### src/rtl/mathb_pkg.sv
// Shared types and constants for the eFPGA-side math-block TPRAM sequencer.
package mathb_pkg;

    typedef enum logic [1:0] {
        ST_IDLE  = 2'd0,
        ST_ISSUE = 2'd1,
        ST_DRAIN = 2'd2,
        ST_DONE  = 2'd3
    } seq_state_t;

    // EFPGA_MATHB_DATAOUT_SEL encodings
    localparam logic [1:0] MODE_X32 = 2'b00;
    localparam logic [1:0] MODE_X16 = 2'b01;
    localparam logic [1:0] MODE_X8  = 2'b10;
    localparam logic [1:0] MODE_X4  = 2'b11;

    localparam logic [1:0] DEFPIN_TPRAM = 2'b10;

endpackage

### src/rtl/mathb_seq_addr_gen.sv
// TPRAM read-address generator: loads a base, then steps by 1 (or by a latched
// stride when MATHB_SEQ_STRIDE_EN is defined), wrapping at 2**ADDR_W.
module mathb_seq_addr_gen #(
    parameter int ADDR_W = 9
) (
    input  logic              EFPGA2MATHB_CLK,
    input  logic              reset,
    input  logic              load,
    input  logic [ADDR_W-1:0] base,
    input  logic [ADDR_W-1:0] stride,
    input  logic              step,
    output logic [ADDR_W-1:0] addr
);

    logic [ADDR_W-1:0] addr_reg;
    logic [ADDR_W-1:0] inc;

`ifdef MATHB_SEQ_STRIDE_EN
    logic [ADDR_W-1:0] stride_reg;

    always_ff @(posedge EFPGA2MATHB_CLK) begin
        if (reset) begin
            stride_reg <= '0;
        end else if (load) begin
            stride_reg <= stride;
        end
    end

    assign inc = stride_reg;
`else
    logic unused_stride;

    assign unused_stride = ^stride;
    assign inc           = ADDR_W'(1);
`endif

    // Natural overflow of the adder gives the silent wrap.
    always_ff @(posedge EFPGA2MATHB_CLK) begin
        if (reset) begin
            addr_reg <= '0;
        end else if (load) begin
            addr_reg <= base;
        end else if (step) begin
            addr_reg <= addr_reg + inc;
        end
    end

    assign addr = addr_reg;

endmodule

### src/rtl/mathb_tpram_seq.sv
// Sequencer feeding the math block from operand/coefficient TPRAMs and returning
// the MAC result over valid/ready. Optional stride: define MATHB_SEQ_STRIDE_EN.
module mathb_tpram_seq #(
    parameter int ADDR_W  = 9,
    parameter int LEN_W   = 9,
    parameter int RD_LAT  = 1,
    parameter int MAC_LAT = 2
) (
    input  logic              EFPGA2MATHB_CLK,
    input  logic              reset,
    input  logic              start,
    input  logic [LEN_W-1:0]  cfg_len,
    input  logic [ADDR_W-1:0] cfg_oper_base,
    input  logic [ADDR_W-1:0] cfg_coef_base,
    input  logic [1:0]        cfg_mode,
    input  logic              cfg_tc,
    input  logic [ADDR_W-1:0] cfg_stride,
    output logic              busy,
    output logic [ADDR_W-1:0] oper_raddr,
    output logic [ADDR_W-1:0] coef_raddr,
    output logic              tpram_ren,
    output logic [1:0]        EFPGA_MATHB_OPER_defPin,
    output logic [1:0]        EFPGA_MATHB_COEF_defPin,
    output logic              EFPGA_MATHB_CLK_EN,
    output logic              EFPGA_MATHB_MAC_ACC_CLEAR,
    output logic [1:0]        EFPGA_MATHB_DATAOUT_SEL,
    output logic              EFPGA_MATHB_TC_defPin,
    input  logic [31:0]       FMATHB_EFPGA_MAC_OUT,
    output logic [31:0]       rslt_data,
    output logic              rslt_valid,
    input  logic              rslt_ready
);
    import mathb_pkg::*;

    localparam int DRAIN_CYC = RD_LAT + MAC_LAT;
    localparam int DRAIN_W   = $clog2(DRAIN_CYC + 1);

    seq_state_t        state_reg;
    logic [LEN_W-1:0]  len_reg;
    logic [LEN_W-1:0]  issue_cnt_reg;
    logic [DRAIN_W-1:0] drain_cnt_reg;
    logic [RD_LAT-1:0] en_sr_reg;
    logic [RD_LAT-1:0] clr_sr_reg;
    logic [1:0]        sel_reg;
    logic              tc_reg;
    logic [31:0]       rslt_data_reg;
    logic              rslt_valid_reg;

    logic accept;
    logic issue;
    logic first_issue;

    assign accept      = (state_reg == ST_IDLE) && start;
    assign issue       = (state_reg == ST_ISSUE);
    assign first_issue = issue && (issue_cnt_reg == '0);

    always_ff @(posedge EFPGA2MATHB_CLK) begin
        if (reset) begin
            state_reg      <= ST_IDLE;
            len_reg        <= '0;
            issue_cnt_reg  <= '0;
            drain_cnt_reg  <= '0;
            sel_reg        <= MODE_X32;
            tc_reg         <= 1'b0;
            rslt_data_reg  <= '0;
            rslt_valid_reg <= 1'b0;
        end else begin
            case (state_reg)
                ST_IDLE: begin
                    if (start) begin
                        len_reg       <= cfg_len;
                        sel_reg       <= cfg_mode;
                        tc_reg        <= cfg_tc;
                        issue_cnt_reg <= '0;
                        // An empty job skips straight to a zero result.
                        if (cfg_len == '0) begin
                            rslt_data_reg  <= '0;
                            rslt_valid_reg <= 1'b1;
                            state_reg      <= ST_DONE;
                        end else begin
                            state_reg <= ST_ISSUE;
                        end
                    end
                end
                ST_ISSUE: begin
                    issue_cnt_reg <= issue_cnt_reg + LEN_W'(1);
                    if (issue_cnt_reg == len_reg - LEN_W'(1)) begin
                        drain_cnt_reg <= '0;
                        state_reg     <= ST_DRAIN;
                    end
                end
                ST_DRAIN: begin
                    drain_cnt_reg <= drain_cnt_reg + DRAIN_W'(1);
                    // Last sample has cleared both the TPRAM and the MAC pipeline.
                    if (drain_cnt_reg == DRAIN_W'(DRAIN_CYC - 1)) begin
                        rslt_data_reg  <= FMATHB_EFPGA_MAC_OUT;
                        rslt_valid_reg <= 1'b1;
                        state_reg      <= ST_DONE;
                    end
                end
                ST_DONE: begin
                    if (rslt_ready) begin
                        rslt_valid_reg <= 1'b0;
                        state_reg      <= ST_IDLE;
                    end
                end
                default: state_reg <= ST_IDLE;
            endcase
        end
    end

    // Issue strobe and first-issue flag delayed to line up with R_DATA at the MAC.
    always_ff @(posedge EFPGA2MATHB_CLK) begin
        if (reset) begin
            en_sr_reg  <= '0;
            clr_sr_reg <= '0;
        end else begin
            en_sr_reg  <= (en_sr_reg << 1) | RD_LAT'(issue);
            clr_sr_reg <= (clr_sr_reg << 1) | RD_LAT'(first_issue);
        end
    end

    mathb_seq_addr_gen #(
        .ADDR_W (ADDR_W)
    ) u_oper_addr (
        .EFPGA2MATHB_CLK (EFPGA2MATHB_CLK),
        .reset           (reset),
        .load            (accept),
        .base            (cfg_oper_base),
        .stride          (cfg_stride),
        .step            (issue),
        .addr            (oper_raddr)
    );

    mathb_seq_addr_gen #(
        .ADDR_W (ADDR_W)
    ) u_coef_addr (
        .EFPGA2MATHB_CLK (EFPGA2MATHB_CLK),
        .reset           (reset),
        .load            (accept),
        .base            (cfg_coef_base),
        .stride          (cfg_stride),
        .step            (issue),
        .addr            (coef_raddr)
    );

    assign busy                      = (state_reg != ST_IDLE);
    assign tpram_ren                 = issue;
    assign EFPGA_MATHB_OPER_defPin   = DEFPIN_TPRAM;
    assign EFPGA_MATHB_COEF_defPin   = DEFPIN_TPRAM;
    assign EFPGA_MATHB_CLK_EN        = en_sr_reg[RD_LAT-1];
    assign EFPGA_MATHB_MAC_ACC_CLEAR = clr_sr_reg[RD_LAT-1];
    assign EFPGA_MATHB_DATAOUT_SEL   = sel_reg;
    assign EFPGA_MATHB_TC_defPin     = tc_reg;
    assign rslt_data                 = rslt_data_reg;
    assign rslt_valid                = rslt_valid_reg;

endmodule

### config.mk
export PLATFORM = sky130hd
export DESIGN_NAME = mathb_tpram_seq
export DESIGN_NICKNAME = d
export VERILOG_FILES = /design/src/rtl/mathb_pkg.sv /design/src/rtl/mathb_seq_addr_gen.sv /design/src/rtl/mathb_tpram_seq.sv
export SDC_FILE = /design/constraint.sdc
export NUM_CORES = 1
export LEC_CHECK = 0
export CORE_MARGIN = 1.5
export CORE_UTILIZATION = 40
export DETAILED_ROUTE_END_ITERATION = 12
export HOLD_SLACK_MARGIN = 0.05
export PLACE_DENSITY = 0.77
export SETUP_SLACK_MARGIN = 0.5
export SYNTH_ARGS = -nofsm -noshare
export SYNTH_HDL_FRONTEND = slang
export SYNTH_SLANG_ARGS = --single-unit
### constraint.sdc
create_clock -name EFPGA2MATHB_CLK -period 2.13 [get_ports EFPGA2MATHB_CLK]
set_input_delay 0.426 -clock EFPGA2MATHB_CLK [delete_from_list [all_inputs] [get_ports EFPGA2MATHB_CLK]]
set_output_delay 0.426 -clock EFPGA2MATHB_CLK [all_outputs]
set_load 0.01 [all_outputs]
Word level (Yosys, flattened, before mapping)
Index checks and enable logic that the tools add are counted.
{"block": "classes", "n_reduce_logical": 17, "muxes": 23, "addsub": 5, "n_eq_ne": 10}
{"operator": "32-bit two-way mux", "count": 3}
{"operator": "32-bit one-hot mux with 2 select lines", "count": 1}
{"operator": "9-bit two-way mux", "count": 5}
{"operator": "9-bit by 1-bit adder with 9-bit output, second input constant", "count": 3}
{"operator": "9-bit logical NOT", "count": 2}
{"operator": "9-bit one-hot mux with 2 select lines", "count": 1}
{"operator": "2-bit two-way mux", "count": 6}
{"operator": "2-bit nonzero test", "count": 5}
{"operator": "9-bit equality test", "count": 1}
{"operator": "9-bit by 1-bit subtractor with 9-bit output, second input constant", "count": 1}
{"operator": "2-bit one-hot mux with 4 select lines", "count": 1}
{"operator": "4-bit AND reduction", "count": 2}
{"operator": "2-bit equality test, second input constant", "count": 3}
{"operator": "2-bit != test, second input constant", "count": 3}
{"operator": "2-bit AND reduction", "count": 3}
{"operator": "5-bit AND reduction", "count": 1}
{"operator": "1-bit two-way mux", "count": 4}
{"operator": "2-bit by 1-bit != test with 1-bit output, second input constant", "count": 2}
{"operator": "2-bit one-hot mux with 2 select lines", "count": 1}
{"operator": "1-bit one-hot mux with 3 select lines", "count": 1}
{"operator": "3-bit nonzero test", "count": 1}
{"operator": "2-bit by 1-bit adder with 2-bit output, second input constant", "count": 1}
{"operator": "2-bit by 1-bit equality test with 1-bit output, second input constant", "count": 1}
{"operator": "1-bit logical AND", "count": 2}
{"operator": "2-bit logical NOT", "count": 1}
{"block": "word_totals", "regBits": 78, "word_cells": 67, "out_inout_bits": 62}

Longest topological paths before layout
Gate-level depths: netlist of run 1.
{"block": "depth", "word_depth": 4, "ltp_mapped": 8}

Cells and area by module
A second synthesis of run 1 with hierarchy kept.
{"block": "hier_totals", "cells_unflattened": 452, "area_unflattened_um2": 3839.9}
{"mod": "mathb_tpram_seq", "area_each_um2": 2824.0, "seq_area_each_um2": 1201.2, "cells_each": 330, "n_inst": 1}
{"mod": "mathb_seq_addr_gen", "area_each_um2": 508.0, "seq_area_each_um2": 180.2, "cells_each": 61, "n_inst": 2}

Least setup slack after synthesis of run 1
OpenSTA, ideal clock, no wires.
{"block": "synth_timing", "path_type": "flip-flop to flip-flop", "start": "reg len_reg[0]", "end": "reg state_reg[1]", "stages_incl_launch_ff": 9, "t_arrival_ns": 2.066, "required_time_ns": 2.009, "setup_time_ns": 0.121, "slack_ns": -0.056, "path_cell_list": "dfxtp_1 -> inv_1 -> ha_1 -> or3b_1 -> nor3_1 -> xnor2_1 -> nand4_1 -> o21bai_1 -> mux2_2"}
{"block": "synth_via", "elab_chain_len": 4}
{"item": "start: declaration", "line_no": "mathb_tpram_seq.sv:39", "source": "logic [LEN_W-1:0] len_reg;"}
{"item": "start signal: assignment", "line_no": "mathb_tpram_seq.sv:71", "source": "len_reg <= cfg_len;"}
{"item": "9-bit by 1-bit subtractor with 9-bit output", "line_no": "mathb_tpram_seq.sv:87", "source": "if (issue_cnt_reg == len_reg - LEN_W'(1)) begin"}
{"item": "9-bit equality test", "line_no": "mathb_tpram_seq.sv:87"}
{"item": "2-bit by 1-bit != test with 1-bit output (no source line)"}
{"item": "4-bit AND reduction (no source line)"}
{"item": "end signal: assignment", "line_no": "mathb_tpram_seq.sv:89", "source": "state_reg <= ST_DRAIN;"}
{"item": "end signal: assignment", "line_no": "mathb_tpram_seq.sv:98", "source": "state_reg <= ST_DONE;"}
{"item": "end signal: assignment", "line_no": "mathb_tpram_seq.sv:104", "source": "state_reg <= ST_IDLE;"}
{"item": "end: declaration", "line_no": "mathb_tpram_seq.sv:38", "source": "seq_state_t state_reg;"}
Every way passes these cells.
A chain may end at the register's enable or synchronous reset.

Final worst setup path of run 1
{"block": "layout_timing", "start": "reg len_reg[1]", "end": "reg drain_cnt_reg[1]"}
{"block": "layout_via", "elab_chain_len": 4}
{"item": "9-bit by 1-bit subtractor with 9-bit output", "line_no": "mathb_tpram_seq.sv:87"}
{"item": "9-bit equality test", "line_no": "mathb_tpram_seq.sv:87"}
{"item": "2-bit by 1-bit != test with 1-bit output (no source line)"}
{"item": "2-bit AND reduction (no source line)"}
{"item": "end signal: assignment", "line_no": "mathb_tpram_seq.sv:93", "source": "drain_cnt_reg <= drain_cnt_reg + DRAIN_W'(1);"}
{"item": "end: declaration", "line_no": "mathb_tpram_seq.sv:41", "source": "logic [DRAIN_W-1:0] drain_cnt_reg;"}
Every way passes these cells.

==> results of run 1 <==
-- worst max-delay path by stage --
| stage | to | startpoint | cells past startpoint | slack, ps |
|---|---|---|---|---|
| CTS | state_reg[1] | len_reg[1] | 8 | 10 |
| global placement | rslt_data[0] | cfg_len[5] | 7 | -130 |
| floorplan | state_reg[1] | len_reg[1] | 8 | 120 |
| global route | state_reg[1] | len_reg[1] | 8 | -80 |
| finish | drain_cnt_reg[1] | len_reg[1] | 8 | -10 |
| detailed placement | rslt_data[31] | cfg_len[5] | 7 | -160 |
-- through the flow --
stage	setup TNS (ps)	setup slack [ps]	area [um^2]	std cells
after floorplan	0	125	3810	417
after global placement	-3500	-133	5250	642
after detailed placement	-4230	-156	5250	642
after CTS	0	12.7	5680	680
after global routing	-207	-79.2	6030	694
final	-16.9	-13.8	6030	694
-- area by class of cell --
class                           count  area (um^2)
Timing Repair Buffer              182         1830
Clock inverter                      5         36.3
Fill cell                         675         2650
Inverter                           11         51.3
Sequential cell                    78         1580
Tap cell                          108          135
Multi-Input combinational cell    299         2270
Clock buffer                       11          131
-- placed cells by master (no fill, tap or decap), types with 5 or more instances in the layout --
cell,instances
dfxtp_1,70
nor2_1,64
dlygate4sd2_1,59
clkdlybuf4s50_1,54
nand2_1,38
buf_4,33
a22oi_2,32
xor2_1,17
buf_6,16
a21oi_1,15
a211oi_1,11
xnor2_1,10
nand4_1,9
clkbuf_8,9
o21ai_0,7
and3_1,6
ha_1,6
dfxtp_2,6
inv_1,5
nor3_1,5
a211oi_2,5
-- power by group through the flow --
stage | Combinational, uW | Sequential (uW) | Clock, uW
6_report | 2940 | 1850 | 980
2_1_floorplan | 1230 | 1890 | 0
3_5_place_dp | 2060 | 1860 | 0
5_1_grt | 3140 | 1880 | 1070
4_1_cts | 2520 | 1830 | 1000
3_3_place_gp | 2010 | 1860 | 0
-- kinds of logic after synthesis --
logic type / Yosys count / synth area share, %
buffers and inverters: 40 / 4.69
flip-flops: 78 / 43.7
AND/OR/NAND/NOR: 154 / 19.6
AO/OA/AOI/OAI: 95 / 19.3
other: 2 / 0.210
adder cells (fa/ha/maj): 10 / 3.50
multiplexers: 5 / 1.44
XOR/XNOR: 31 / 7.60
-- worst max-delay path: stages, from the launching register on --
cell	delay, ps
dfxtp_4	370
inv_4	60
ha_4	160
or3b_4	410
nor3_4	130
xnor2_1	130
nand4_1	180
or4_1	450
a31oi_1	190
-- what timing repair did --
| action | 4_1_cts | 5_1_grt |
|---|---|---|
| buffers inserted | 18 | 11 |
| gates cloned | 4 | 3 |
| resized for setup | 117 | 47 |
| endpoints found under the hold margin | 0 | 0 |
| endpoints found under the setup margin | 99 | 62 |
| pin swaps | 29 | 50 |
-- per-layer routing --
metal,share of wire [%],track usage (%),up-vias
met5,0,0,-
met3,6.6,5.90,12
met2,53,40.2,107
met4,0.88,7.03,0
li1,-,-,1786
met1,39,27.6,1777
==> reports/metrics.cfg, run 1 <==
[outcome]
run_status = complete, but fails checks
violations = setup timing

[sta]
relSlewSlack_pct = 65.0
timing.hold.ws_ps = 358
setup_slack_ps = -13.8
skew_ps = 10.9
slew_viol_final = 0
rsz0062_at_grt = yes
max_slew.worst_pin.slew_ps = 525
fmax_mhz = 466
post-route-min-period_ps = 2140
setup_viol = 2
finalHoldViolations = 0
post-route-period-util_pct = 101

[pwr]
p_total_uw = 5770
swShare_pct = 37.1
clockPowerShare_pct = 17.0
p_comb_share_pct = 50.9
p_leak_uw = 0.00252
switching_power_uw = 2140
power.density_nw_per_um2 = 957
ir_drop_uv = 590
seqPwrFrac_pct = 32.1
p_int_uw = 3630

[detailed_routing]
vias = 3682
postRouteAntennaNets = 0
wirelength_mm = 11.3
drt_iter0_drc = 119
vias_per_cell = 5.31
route.detailed.drc = 0
first_pass_iters = 4
post_drt_wl_per_cell_um = 16.3

[floorplan]
die_x_um = 97.5
fp-row-count = 34
core_um2 = 8680
start_util_pct = 41.2
die_y_um = 97.5
ios = 137
die_area_um2 = 9510

[synthesis]
synthTopCellsByArea = dfxtp_1, nor2_1, a22oi_1
synthesis.area_um2 = 3570
synthFlopType = dfxtp_1
yosysMostFrequentCell = dfxtp_1
synth_cells = 415
synth_area_per_cell_um2 = 8.61
async_reset_ff_share_pct = 0
synth_cell_types = 50
ys_seq_elements = 78
ys_seq_area_share_pct = 43.7
yosys.area.top_type_share_pct = 43.7
synth_enable_flop_cells = 0
synth_warnings = 0
synth_commonest_cells = dfxtp_1, nor2_1, nand2_1, a22oi_1, clkbuf_1
yosysTopAreaCell = dfxtp_1

[grt]
grt.total_usage_pct = 23.0
antenna_found_initial = 0
grt_overflow_total = 0
grt_max_degree = 49
grt_pass1_vias = 3700
grt_pass1_wl_mm = 17.8

[min_path]
hold_path_depth = 3
hold_start = cfg_len[3]
hold_class = primary input to register
holdPathEnd = len_reg[3]

[clock_network]
cts_tree = yes
worst_skew_pair.late_latency_ps = 350
clock-root-buffer = clkbuf_8
h-tree-depth = 3
clock_path_buffers = 2
holdBufCountCts = 0
numCtsBuffers = 9
clk_pin_slew_ps = 80
clock-sinks = 78

[final_layout]
final_util_pct = 69.5
diodes = 0
drive_above_1_share_pct = 28.3
syn2layout_area_growth_pct = 68.7
fin_nets = 666
largest_reg_flops = 32

[critical_path]
critical_path.max_fanout = 6
crit_required_ps = 2400
r2r_cells = 8
r2r-end = drain_cnt_reg[1]
reg2reg_from = len_reg[1]
worstSetupPathType = register to register
setup.worst_path.start_class = register
worstPathArrival_ps = 2420
reg2reg_slack_ps = -10
critPathCaptureType = register

[placed_design]
hpwl_mm = 7.07
routabilityCongestion = 0.878
io_buffers = 123

[run]
cap_violations = 0

(Power assumes the default switching activity.)
==> run 2, diff against run 1 <==
--- a/config.mk
+++ b/config.mk
@@ -10,6 +10,7 @@
 export DETAILED_ROUTE_END_ITERATION = 12
 export HOLD_SLACK_MARGIN = 0.05
 export PLACE_DENSITY = 0.77
+export REMOVE_ABC_BUFFERS = 1
 export SETUP_SLACK_MARGIN = 0.5
 export SYNTH_ARGS = -nofsm -noshare
 export SYNTH_HDL_FRONTEND = slang
==> run 2 against run 1 <==
Net effect: the run still ends with setup timing left; critical path depth is 1 lower; design area fell by 3.9%; sequential power about the same; cell count down 1.4%; hold slack improved by 94 ps; maximum frequency down 1.0%; utilization decreased by 2.7 points; non-clock buffer count down 10; routed wire length is 7.9% higher; global-route usage is 0.72 points higher; first-iteration DRC count up 82%; total power down 0.56%; critical path type unchanged; largest power group unchanged; highest routed layer unchanged.
==> reports/metrics.cfg, run 2 (synthesis gave the netlist of run 1 again) <==
[final_layout]
drive_above_1_share_pct = 25.2  ; was 28.3%
final_util_pct = 66.8  ; was 69.5%
final_cell_mix = dfxtp_1, nor2_1, dlygate4sd2_1  ; unchanged
mostFrequentLayoutCell = dfxtp_1  ; unchanged
diodes = 0  ; unchanged
largest_reg_flops = 32  ; unchanged
fin_nets = 656  ; was 666
syn2layout_area_growth_pct = 62.1  ; was 68.7%

[sta]
fmax_mhz = 462  ; was 466 MHz
post-route-min-period_ps = 2170  ; was 2140 ps
finalHoldViolations = 0  ; unchanged
rsz0062_at_grt = yes  ; unchanged
post-route-period-util_pct = 102  ; was 101%
setup_slack_ps = -36.1  ; was -13.8 ps
setup_viol = 1  ; was 2
timing.hold.ws_ps = 451  ; was 358 ps
slew_viol_final = 0  ; unchanged
skew_ps = 8.91  ; was 10.9 ps

[placed_design]
dp_slack_ps = -160  ; was -156 ps
io_buffers = 123  ; unchanged
hpwl_mm = 7.42  ; was 7.07 mm
routabilityCongestion = 0.877  ; was 0.878

[grt]
grt.total_usage_pct = 23.7  ; was 23.0%
grt_pass1_wl_mm = 18.2  ; was 17.8 mm
grt_pass1_vias = 3924  ; was 3700
grt_overflow_total = 0  ; unchanged
grt_max_degree = 33  ; was 49
antenna_found_initial = 0  ; unchanged

[clock_network]
worst_skew_pair.late_latency_ps = 350  ; about the same
numCtsBuffers = 9  ; unchanged
h-tree-depth = 3  ; unchanged
clock-sinks = 78  ; unchanged
clock_path_buffers = 2  ; unchanged
clk_pin_slew_ps = 80  ; about the same
clock-root-buffer = clkbuf_8  ; unchanged
cts_tree = yes  ; unchanged

[floorplan]
die_area_um2 = 9510  ; unchanged
fp-row-count = 34  ; unchanged
start_util_pct = 41.2  ; unchanged
ios = 137  ; unchanged
die_x_um = 97.5  ; unchanged
die_y_um = 97.5  ; unchanged
core_um2 = 8680  ; unchanged

[min_path]
hold_class = primary input to register  ; unchanged

[critical_path]
reg2reg_slack_ps = -40  ; was -10 ps
crit_required_ps = 2410  ; was 2400 ps
worstSetupPathType = register to register  ; unchanged
reg2reg_from = len_reg[1]  ; unchanged
worstPathArrival_ps = 2450  ; was 2420 ps
critPathCaptureType = register  ; unchanged
setup.worst_path.start_class = register  ; unchanged
r2r-end = drain_cnt_reg[1]  ; unchanged
startpoint = len_reg[1]  ; unchanged
r2r_cells = 7  ; was 8
crit_end = drain_cnt_reg[1]  ; unchanged
critical_path.max_fanout = 3  ; was 6

[detailed_routing]
first_pass_iters = 4  ; unchanged
post_drt_wl_per_cell_um = 17.9  ; was 16.3 um
wirelength_mm = 12.2  ; was 11.3 mm
vias_per_cell = 5.51  ; was 5.31
route.detailed.drc = 0  ; unchanged
vias = 3767  ; was 3682
drt_iter0_drc = 217  ; was 119
postRouteAntennaNets = 0  ; unchanged

[run]
cap_violations = 0  ; unchanged

[pwr]
p_leak_uw = 0.00243  ; was 0.00252 uW
p_total_uw = 5740  ; was 5770 uW
ir_drop_uv = 614  ; was 590 uV
power.density_nw_per_um2 = 991  ; was 957 nW/um^2

[outcome]
run_status = complete, but fails checks  ; unchanged
violations = setup timing  ; unchanged

## run 2: cell count changes in the layout (fill, tap and decap cells not counted), sizes merged
cell | before | now
clkdlybuf4s15 | 3 | 0
dlymetal6s2s | 1 | 2
dlygate4sd2 | 59 | 61
clkinv | 5 | 2
clkinvlp | 0 | 1
buf | 62 | 54
## run 2: stage by stage
stage,instances,setup TNS (ps),cell area [um^2]
after CTS,677,0,5540
final,684,-36.1,5800
after detailed placement,646,-4150,5050
after global placement,646,-3180,5050
after global routing,684,-201,5800
after floorplan,388,-7590,3460
## run 2: worst min path at each step
stage / end / depth (start not counted) / startpoint
2_1_floorplan: len_reg[8] / 2 / len_reg[8]
3_3_place_gp: EFPGA_MATHB_DATAOUT_SEL[1] / 2 / EFPGA_MATHB_DATAOUT_SEL[1]
3_5_place_dp: EFPGA_MATHB_TC_defPin / 2 / EFPGA_MATHB_TC_defPin
4_1_cts: len_reg[3] / 4 / cfg_len[3]
5_1_grt: len_reg[6] / 2 / reset
6_report: len_reg[3] / 4 / cfg_len[3]
## run 2: report_power, final
| group | leakage, uW | internal (uW) | switching (uW) | total (uW) |
|---|---|---|---|---|
| clock network | 0.0000954 | 516 | 546 | 1060 |
| logic | 0.00170 | 1450 | 1360 | 2820 |
| registers | 0.000638 | 1660 | 204 | 1860 |
| total | 0.00243 | 3630 | 2110 | 5740 |
## run 2: repair_timing
item | in CTS | in global routing
endpoints found under the hold margin | 0 | 0
gates cloned | 3 | 1
pin swaps | 15 | 27
setup endpoints to repair | 104 | 51
resized for setup | 139 | 47
hold buffers | 0 | 0
setup buffers | 12 | 6
## run 2: worst max-delay path, cell delays in order (launching register included)
cell     delay, ps
dfxtp_2        330
buf_6          110
or4_4          540
nor2_2         140
xnor2_1        120
nand4_1        220
or4_1          470
a31oi_1        160
## run 2: per-layer routing
metal  vias to the layer above  track usage [%]  share of wire [%]
li1                       1765                -                  -
met1                      1800             23.7                 37
met2                       150             42.4                 51
met3                        52             8.92                7.8
met4                         0             12.5                4.6
met5                         -                0                  0
## run 2: area by class of cell
type,count,area (um^2)
clock inverters,3,17.5
inverters,11,56.3
flip-flops and latches,78,1570
clock buffers,13,169
well taps,108,135
multi-input cells,299,2180
repair buffers,172,1660
fillers,664,2880
==> run 3, diff against run 2 <==
--- a/config.mk
+++ b/config.mk
@@ -5,10 +5,10 @@
 export SDC_FILE = /design/constraint.sdc
 export NUM_CORES = 1
 export LEC_CHECK = 0
+export CORE_ASPECT_RATIO = 1.4
 export CORE_MARGIN = 1.5
 export CORE_UTILIZATION = 40
 export DETAILED_ROUTE_END_ITERATION = 12
-export HOLD_SLACK_MARGIN = 0.05
 export PLACE_DENSITY = 0.77
 export REMOVE_ABC_BUFFERS = 1
 export SETUP_SLACK_MARGIN = 0.5
==> run 3 against run 2 <==
Net effect: the run still ends with setup timing left; critical endpoint is now state_reg[1]; utilization rose by 1.5 points; setup slack improved by 10 ps; clock-buffer cell count fell by 2.
==> reports/metrics.cfg, run 3 (synthesis gave the netlist of run 1 again) <==
[outcome]
run_status = complete, but fails checks  ; unchanged
violations = setup timing  ; unchanged

[detailed_routing]
route.detailed.drc = 0  ; unchanged
post_drt_wl_per_cell_um = 16.2  ; was 17.9 um
vias = 3642  ; was 3767
first_pass_iters = 4  ; unchanged
wirelength_mm = 11.0  ; was 12.2 mm
postRouteAntennaNets = 0  ; unchanged
met2_length_mm = 5.91  ; was 6.24 mm
m1WireLength_mm = 4.23  ; was 4.49 mm
dr_wl_met3_um = 662  ; was 949 um
top_layer = met4  ; unchanged
vias_per_cell = 5.33  ; was 5.51
drt_iter0_drc = 143  ; was 217

[critical_path]
crit_end = state_reg[1]  ; was drain_cnt_reg[1]
startpoint = len_reg[1]  ; unchanged
critical_path.max_fanout = 3  ; unchanged
r2r_cells = 7  ; unchanged
crit_required_ps = 2350  ; was 2410 ps
setup.worst_path.start_class = register  ; unchanged
worstSetupPathType = register to register  ; unchanged
reg2reg_slack_ps = -30  ; was -40 ps
critPathCaptureType = register  ; unchanged
reg2reg_from = len_reg[1]  ; unchanged
r2r-end = state_reg[1]  ; was drain_cnt_reg[1]
worstPathArrival_ps = 2380  ; was 2450 ps

[final_layout]
drive_above_1_share_pct = 22.1  ; was 25.2%
final_cell_mix = dfxtp_1, nor2_1, dlygate4sd2_1  ; unchanged
diodes = 0  ; unchanged
fin_area_um2 = 5880  ; was 5800 um^2
mostFrequentLayoutCell = dfxtp_1  ; unchanged
syn2layout_area_growth_pct = 64.5  ; was 62.1%
largest_reg_flops = 32  ; unchanged
fin_nets = 658  ; was 656
final_util_pct = 68.3  ; was 66.8%

[grt]
grt_overflow_total = 0  ; unchanged
antenna_found_initial = 0  ; unchanged
grt_pass1_vias = 3729  ; was 3924
grt_pass1_wl_mm = 17.7  ; was 18.2 mm
grt_max_degree = 31  ; was 33
grt.total_usage_pct = 23.1  ; was 23.7%

[floorplan]
die_y_um = 115  ; was 97.5 um
ios = 137  ; unchanged
die_area_um2 = 9520  ; was 9510 um^2
die_x_um = 82.9  ; was 97.5 um
core_um2 = 8610  ; was 8680 um^2
start_util_pct = 41.5  ; was 41.2%
fp-row-count = 40  ; was 34

[clock_network]
clock-root-buffer = clkbuf_16  ; was clkbuf_8
worst_skew_pair.late_latency_ps = 330  ; was 350 ps
clock-sinks = 78  ; unchanged
holdBufCountCts = 0  ; unchanged
h-tree-depth = 3  ; unchanged
clk_pin_slew_ps = 60  ; was 80 ps
cts_tree = yes  ; unchanged
numCtsBuffers = 9  ; unchanged
clock_path_buffers = 2  ; unchanged

[run]
cap_violations = 0  ; unchanged

[sta]
tns_ps = -25.8  ; was -36.1 ps
post-route-period-util_pct = 101  ; was 102%
fmax_mhz = 464  ; was 462 MHz
setup_slack_ps = -25.8  ; was -36.1 ps
slew_viol_final = 0  ; unchanged
setup_viol = 1  ; unchanged
rsz0062_at_grt = yes  ; unchanged
finalHoldViolations = 0  ; unchanged
post-route-min-period_ps = 2160  ; was 2170 ps
skew_ps = 4.79  ; was 8.91 ps

[pwr]
p_total_uw = 6060  ; was 5740 uW
ir_drop_uv = 843  ; was 614 uV
p_leak_uw = 0.00251  ; was 0.00243 uW
power.density_nw_per_um2 = 1030  ; was 991 nW/um^2

[placed_design]
dp_slack_ps = -239  ; was -160 ps
io_buffers = 123  ; unchanged
placed_cell_area_um2 = 5070  ; was 5050 um^2
hpwl_mm = 7.11  ; was 7.42 mm
routabilityCongestion = 0.842  ; was 0.877

[min_path]
hold_class = register to register  ; was primary input to register
hold_path_depth = 2  ; was 4

-- run 3: cell type report --
type | instances | area, um^2
multi-input combinational | 299 | 2120
inverter | 11 | 43.8
tap | 105 | 131
clock inverter | 5 | 81.3
clock buffer | 11 | 253
sequential | 78 | 1570
timing repair buffer | 174 | 1690
fill | 696 | 2730
-- run 3: worst min-delay path by stage --
stage                                     from                    endpoint  slack (ps)
floorplan                           len_reg[8]                  len_reg[8]         440
global placement    EFPGA_MATHB_DATAOUT_SEL[1]  EFPGA_MATHB_DATAOUT_SEL[1]         450
detailed placement       EFPGA_MATHB_TC_defPin       EFPGA_MATHB_TC_defPin         460
CTS                      EFPGA_MATHB_TC_defPin       EFPGA_MATHB_TC_defPin         460
global route             EFPGA_MATHB_TC_defPin       EFPGA_MATHB_TC_defPin         480
finish                   EFPGA_MATHB_TC_defPin       EFPGA_MATHB_TC_defPin         460
-- run 3: critical path, cell delays in order, from the launching register on --
cell and delay [ps]:
dfxtp_2 330, buf_6 110, or4_4 550, nor2_4 100, xnor2_1 120, nand4_1 240
o21bai_2 280, mux2_4 320
-- run 3: power breakdown --
part           internal, uW  switching (uW)
Sequential             1650             187
Combinational          1300            1240
Clock                  1090             598
Total                  4040            2020
-- run 3: what timing repair did --
| action | CTS | global route |
|---|---|---|
| endpoints found under the hold margin | 0 | 0 |
| cloned | 4 | 0 |
| setup buffers | 11 | 5 |
| resized for setup | 124 | 24 |
| pin swaps | 21 | 9 |
| setup endpoints to repair | 107 | 52 |
-- run 3: per-layer routing --
metal	track usage, %	vias up
li1	-	1765
met1	24.0	1746
met2	43.4	109
met3	6.39	22
met4	10.4	0
met5	0	-
-- run 3: metrics by stage --
step                std cells  hold WS [ps]
floorplan                 388           442
global placement          647           446
detailed placement        647           456
CTS                       678           460
global route              683           481
finish                    683           456
